==> src/rtl/wb_arb_pkg.sv <==
// Shared definitions for the two-master Wishbone arbiter in front of the SDRAM controller.
// Holds the FSM state encoding, the Wishbone cycle-type tags and the timeout counter width.
package wb_arb_pkg;

  typedef enum logic [1:0] {
    ST_IDLE  = 2'b00,
    ST_BUSY  = 2'b01,
    ST_DRAIN = 2'b10
  } arb_state_e;

  localparam logic [2:0] CTI_CLASSIC = 3'b000;
  localparam logic [2:0] CTI_INCR    = 3'b010;
  localparam logic [2:0] CTI_EOB     = 3'b111;

  // Wide enough for the largest legal TIMEOUT (65535).
  localparam int CNT_W = 16;

endpackage

==> src/rtl/wb_arb_rr2.sv <==
// Two-way request picker: single requester wins outright, a tie goes to the master
// not granted last (round-robin) or always to m0 when FIXED_PRIO is set.
module wb_arb_rr2 #(
  parameter int FIXED_PRIO = 0
) (
  input  logic [1:0] req_i,
  input  logic       last_grant_i,
  output logic       valid_o,
  output logic       grant_o
);

  // Combinational pick of the next owner.
  always_comb begin
    valid_o = |req_i;
    grant_o = 1'b0;
    case (req_i)
      2'b01:   grant_o = 1'b0;
      2'b10:   grant_o = 1'b1;
      2'b11:   grant_o = (FIXED_PRIO != 0) ? 1'b0 : ~last_grant_i;
      default: grant_o = 1'b0;
    endcase
  end

endmodule

==> src/rtl/wb_sdram_arbiter.sv <==
// Arbitrates two Wishbone masters onto one SDRAM controller port; the grant is held for a whole
// cycle and a stalled access is aborted with err after TIMEOUT cycles of unanswered strobe.
module wb_sdram_arbiter
  import wb_arb_pkg::*;
#(
  parameter int AW         = 32,
  parameter int DW         = 32,
  parameter int TIMEOUT    = 1024,
  parameter int FIXED_PRIO = 0
) (
  input  logic              wb_clk_i,
  input  logic              wb_rst_n_i,
  input  logic [AW-1:0]     m0_adr_i,
  input  logic [DW-1:0]     m0_dat_i,
  input  logic [DW/8-1:0]   m0_sel_i,
  input  logic              m0_we_i,
  input  logic              m0_cyc_i,
  input  logic              m0_stb_i,
  input  logic [2:0]        m0_cti_i,
  input  logic [1:0]        m0_bte_i,
  output logic [DW-1:0]     m0_dat_o,
  output logic              m0_ack_o,
  output logic              m0_err_o,
  input  logic [AW-1:0]     m1_adr_i,
  input  logic [DW-1:0]     m1_dat_i,
  input  logic [DW/8-1:0]   m1_sel_i,
  input  logic              m1_we_i,
  input  logic              m1_cyc_i,
  input  logic              m1_stb_i,
  input  logic [2:0]        m1_cti_i,
  input  logic [1:0]        m1_bte_i,
  output logic [DW-1:0]     m1_dat_o,
  output logic              m1_ack_o,
  output logic              m1_err_o,
  output logic [AW-1:0]     s_adr_o,
  output logic [DW-1:0]     s_dat_o,
  output logic [DW/8-1:0]   s_sel_o,
  output logic              s_we_o,
  output logic              s_cyc_o,
  output logic              s_stb_o,
  output logic [2:0]        s_cti_o,
  output logic [1:0]        s_bte_o,
  input  logic [DW-1:0]     s_dat_i,
  input  logic              s_ack_i,
  input  logic              s_err_i,
  output logic [CNT_W-1:0]  timeout_cnt_o
);

  localparam logic [CNT_W-1:0] TO_LAST = CNT_W'(TIMEOUT - 1);

  arb_state_e       state_q, state_d;
  logic             grant_q, grant_d;
  logic             last_grant_q, last_grant_d;
  logic [CNT_W-1:0] cnt_q, cnt_d;
  logic [CNT_W-1:0] tocnt_q, tocnt_d;

  logic             pick_valid_s, pick_s;
  logic             busy_s, term_s, timeout_s;
  logic             g_cyc_s, g_stb_s;

  wb_arb_rr2 #(.FIXED_PRIO(FIXED_PRIO)) u_rr2 (
    .req_i        ({m1_cyc_i, m0_cyc_i}),
    .last_grant_i (last_grant_q),
    .valid_o      (pick_valid_s),
    .grant_o      (pick_s)
  );

  assign busy_s  = (state_q == ST_BUSY);
  assign g_cyc_s = grant_q ? m1_cyc_i : m0_cyc_i;
  assign g_stb_s = grant_q ? m1_stb_i : m0_stb_i;
  assign term_s  = s_ack_i | s_err_i;
  // An ack arriving on the last allowed cycle beats the timeout.
  assign timeout_s = busy_s & g_cyc_s & g_stb_s & ~term_s & (cnt_q == TO_LAST);

  // Slave-side bundle mirrors the owner only while BUSY; everything is zero otherwise.
  always_comb begin
    s_cyc_o = busy_s & g_cyc_s & ~timeout_s;
    s_stb_o = busy_s & g_stb_s & ~timeout_s;
    s_adr_o = '0;
    s_dat_o = '0;
    s_sel_o = '0;
    s_we_o  = 1'b0;
    s_cti_o = 3'b000;
    s_bte_o = 2'b00;
    if (busy_s) begin
      s_adr_o = grant_q ? m1_adr_i : m0_adr_i;
      s_dat_o = grant_q ? m1_dat_i : m0_dat_i;
      s_sel_o = grant_q ? m1_sel_i : m0_sel_i;
      s_we_o  = grant_q ? m1_we_i  : m0_we_i;
      s_cti_o = grant_q ? m1_cti_i : m0_cti_i;
      s_bte_o = grant_q ? m1_bte_i : m0_bte_i;
    end else begin
      s_adr_o = '0;
    end
  end

  // Response routing: only the granted master ever sees data or termination.
  always_comb begin
    m0_dat_o = (busy_s & ~grant_q) ? s_dat_i : '0;
    m1_dat_o = (busy_s &  grant_q) ? s_dat_i : '0;
    m0_ack_o = busy_s & ~grant_q & s_ack_i;
    m1_ack_o = busy_s &  grant_q & s_ack_i;
    m0_err_o = busy_s & ~grant_q & (s_err_i | timeout_s);
    m1_err_o = busy_s &  grant_q & (s_err_i | timeout_s);
  end

  assign timeout_cnt_o = tocnt_q;

  // Next-state and counter logic.
  always_comb begin
    state_d      = state_q;
    grant_d      = grant_q;
    last_grant_d = last_grant_q;
    cnt_d        = cnt_q;
    tocnt_d      = tocnt_q;
    case (state_q)
      ST_IDLE: begin
        cnt_d = '0;
        if (pick_valid_s) begin
          grant_d = pick_s;
          state_d = ST_BUSY;
        end else begin
          state_d = ST_IDLE;
        end
      end
      ST_BUSY: begin
        if (!g_cyc_s) begin
          state_d      = ST_IDLE;
          last_grant_d = grant_q;
          cnt_d        = '0;
        end else if (timeout_s) begin
          state_d = ST_DRAIN;
          cnt_d   = '0;
          tocnt_d = tocnt_q + CNT_W'(1);
        end else if (term_s || !g_stb_s) begin
          cnt_d = '0;
        end else begin
          cnt_d = cnt_q + CNT_W'(1);
        end
      end
      ST_DRAIN: begin
        cnt_d = '0;
        if (!g_cyc_s) begin
          state_d      = ST_IDLE;
          last_grant_d = grant_q;
        end else begin
          state_d = ST_DRAIN;
        end
      end
      default: begin
        state_d = ST_IDLE;
        cnt_d   = '0;
      end
    endcase
  end

  // State register with synchronous active-low reset.
  always_ff @(posedge wb_clk_i) begin
    if (!wb_rst_n_i) begin
      state_q      <= ST_IDLE;
      grant_q      <= 1'b0;
      last_grant_q <= 1'b1;
      cnt_q        <= '0;
      tocnt_q      <= '0;
    end else begin
      state_q      <= state_d;
      grant_q      <= grant_d;
      last_grant_q <= last_grant_d;
      cnt_q        <= cnt_d;
      tocnt_q      <= tocnt_d;
    end
  end

endmodule
==> config.mk <==
export PLATFORM = sky130hd
export DESIGN_NAME = wb_sdram_arbiter
export DESIGN_NICKNAME = d
export VERILOG_FILES = /design/src/rtl/wb_arb_pkg.sv /design/src/rtl/wb_arb_rr2.sv /design/src/rtl/wb_sdram_arbiter.sv
export SDC_FILE = /design/constraint.sdc
export NUM_CORES = 1
export LEC_CHECK = 0
export CAP_MARGIN = 20
export CORE_AREA = 2 2 135 137
export DETAILED_ROUTE_END_ITERATION = 16
export DIE_AREA = 0 0 137 139
export PLACE_DENSITY = 0.62
export SLEW_MARGIN = 10
export SYNTH_ARGS = -nofsm -noshare
export SYNTH_HDL_FRONTEND = slang
export SYNTH_HIERARCHICAL = 1
export SYNTH_SLANG_ARGS = --single-unit
==> constraint.sdc <==
create_clock -name wb_clk_i -period 4.1 [get_ports wb_clk_i]
set_input_delay 0.82 -clock wb_clk_i [delete_from_list [all_inputs] [get_ports wb_clk_i]]
set_output_delay 0.82 -clock wb_clk_i [all_outputs]
set_load 0.03 [all_outputs]
==> results.md <==
- Outcome: completed
- PostCTS Resize Cnt: 0
- Syn Nets: between 600 and 700
- Synth area leaders: mux2i_1 (23%), dfxtp_1 (20%), nor2b_1 (13%), and3_1 (6.2%), and2_1 (6.0%)
- Worst Path Required: approximately 3.3 ns
- Register area share after synthesis: 0.198
- Gr usage total: 0.174
- DP Area: ~7300 um2
- Syn Area/Cell: 7.82 um2
- Gpl congestion: 0.817
- Clock-pin slew on the worst setup and hold paths: 0.05 ns
- Ys async rst share: 0
- Root Buffer: clkbuf_16
- Post-layout minimum cycle time: 3.69 ns
- HP Class: flop to flop
- Mapped Area: approximately 3600 um2
- Pleak: 2.64 nW
- Vias in the first global route: 4,196
- Final nets: 981
- Num ports: 348
- Delay of the slowest critical-path stage: 0.62 ns
- Final HPWL DP: 14,600 um
- Largest net degree at the start of global routing: 74
- Most common cell in the synthesized netlist: mux2i_1
- Slew Viols, Final: 0
- # rows: between 40 and 50
- Die extent in y: 139 um
- Clk_lat worst skew: 0.28 ns
- Initial Util: 0.206
- Top cell type's share of synthesized area: 0.225
- Port Buf Inserts: 347
- Core Footprint: 17,700 um2
- RSZ-0062 raised after global routing: no
- Fmax: 271 MHz
- Hold Vio Cnt, Final: 0
- CP max FO: 3
- CTS tree: done
- Library cells used by synthesis: 39
- CTS Buf Count: 5
- Vias per Instance: 4.40
- Synth cell count leaders: mux2i_1 (82), nor2b_1 (76), and3_1 (36), dfxtp_1 (36), and2_1 (35)
- Congestion Overflow GR: 0
- Arr. time, crit path: 2.87 ns
- CTS Hold Bufs: 0
- Worst path slowest cell: clkdlybuf4s50_1
- EDFF count, synth: 0
- Total setup buffers inserted after CTS: 0
- Least-Margin Pin Slew: 0.743 ns
- Post-route ant nets: 0
- Clk buf depth: 2
- Most common cell on crit path: clkdlybuf4s50_1
- Post-route design area: ~7500 um2
- DIE WIDTH: 137 um
- Global-route wire length before repair: around 26,000 um
- Max-cap violations: 0
- Pwr dens: roughly 230 nW/um2
- R2R cell count: 5
- Residual DRC: 0
- Setup violations, final: 0
- Synth Instances: 466
- Main synth FF type: dfxtp_1
- Worst Clk Skew: 0.00495 ns
- Fraction of layout cells with a size suffix above 1: 0.0317
- Critical Path Sink Type: output port
- Final Cycle Share: 0.899
- Worst IR Drop VDD: 226 uV
- Post-synth top area cell: mux2i_1
- CP Class: input pin to output port
- Crit-path cells: clkdlybuf4s50_1, nor3b_1, nand4_1, o21ai_0, nor2b_1, clkdlybuf4s50_1
- Vias: 4,481
- Synth-to-Final Area Change: 105%
- Iteration-0 DRC Markers: between 100 and 150
- Wire length per cell: 17.7 um
- Setup Total Neg Slack: 0 ns
- H-tree depth: 2
- WHS Path Cells: 1
- Startpoint Class: input pin
- Antenna violations before repair: 3
- Clk sinks: 36
- Full die area: about 19,000 um2
- Max_slew headroom: 0.505
- Synthesized flop and latch total: 36
- Yosys warns: 6
- Routed WL: around 18,000 um
- Drt first pass iters: 4
[flip-flops by register name, summed over array words and instances (netlist names)]
register and count:
cnt_q 16, timeout_cnt_o 16, grant_q 1, last_grant_q 1
state_q 2
[critical path, delay by kind of cell]
family	cells	cell delay, ns
buf+inv	2	1.08
compound gates	1	0.33
simple gates	3	0.63
[final cells by class]
cell class                      count  area (um2)
Antenna cell                        1        2.50
Clock buffer                        8         146
Fill cell                        1830       10200
Timing Repair Buffer              354        3540
Tap cell                          229         287
Sequential cell                    36         724
Multi-Input combinational cell    381        2720
Inverter                           10        37.5
[stage by stage]
stage	power, mW	setup slack [ns]	hold WS (ns)	util	cells
after detailed placement	1.35	0.406	0.450	0.414	1010
after CTS	1.73	0.376	0.462	0.423	1018
final	1.71	0.414	0.459	0.423	1019
after floorplan	0.856	1.33	0.425	-	466
after global routing	1.79	0.239	0.483	0.423	1019
after global placement	1.35	0.349	0.438	0.414	1010
[power by group]
group / switching, mW / internal [mW]
sequential: 0.0212 / 0.355
clock: 0.138 / 0.242
combinational: 0.483 / 0.474
[worst paths after layout]
kind | slack [ns] | start | end
max | 0.41 | s_err_i | s_stb_o
min | 0.46 | cnt_q[0] | cnt_q[0]
max reg2reg | 1.86 | grant_q | timeout_cnt_o[6]
min reg2reg | 0.46 | cnt_q[0] | cnt_q[0]
[cells in the final DEF, fill, tap and decap left out, types with 4 or more instances in the layout]
cell             Yosys  routed
clkdlybuf4s50_1      0     344
mux2i_1             82      82
nor2b_1             76      75
and3_1              36      36
and2_1              35      35
dfxtp_1             36      35
nand2_1             21      21
nor2_1              17      17
nand4_1             14      14
nand2b_1            11      11
inv_1               10      10
nand3_1             10      10
a21oi_1              9       9
nor4_1               9       9
buf_4                0       8
xnor2_1              7       7
xor2_1               6       6
o311ai_0             5       5
o41ai_1              5       5
clkbuf_16            0       5
and4_1               4       4
o21ai_0              4       4
o31ai_1              4       4
or4_1                4       4
ha_1                 5       4
[cell families after synthesis]
logic type	count (synthesis)	share of synthesized area
AO/OA/AOI/OAI	32	0.0628
XOR/XNOR	13	0.0312
adder cells (fa/ha/maj)	5	0.0172
buffers and inverters	49	0.0563
flip-flops	36	0.198
multiplexers	84	0.231
AND/OR/NAND/NOR	247	0.403
[metal layers]
metal  part of all wire  track usage  vias to the layer above
li1                   -            -                     2278
met2               0.48        0.300                      148
met1               0.41        0.213                     2030
met3              0.083       0.0446                       21
met5             0.0013            0                        -
met4              0.021       0.0456                        4
(Power assumes the default switching activity.)
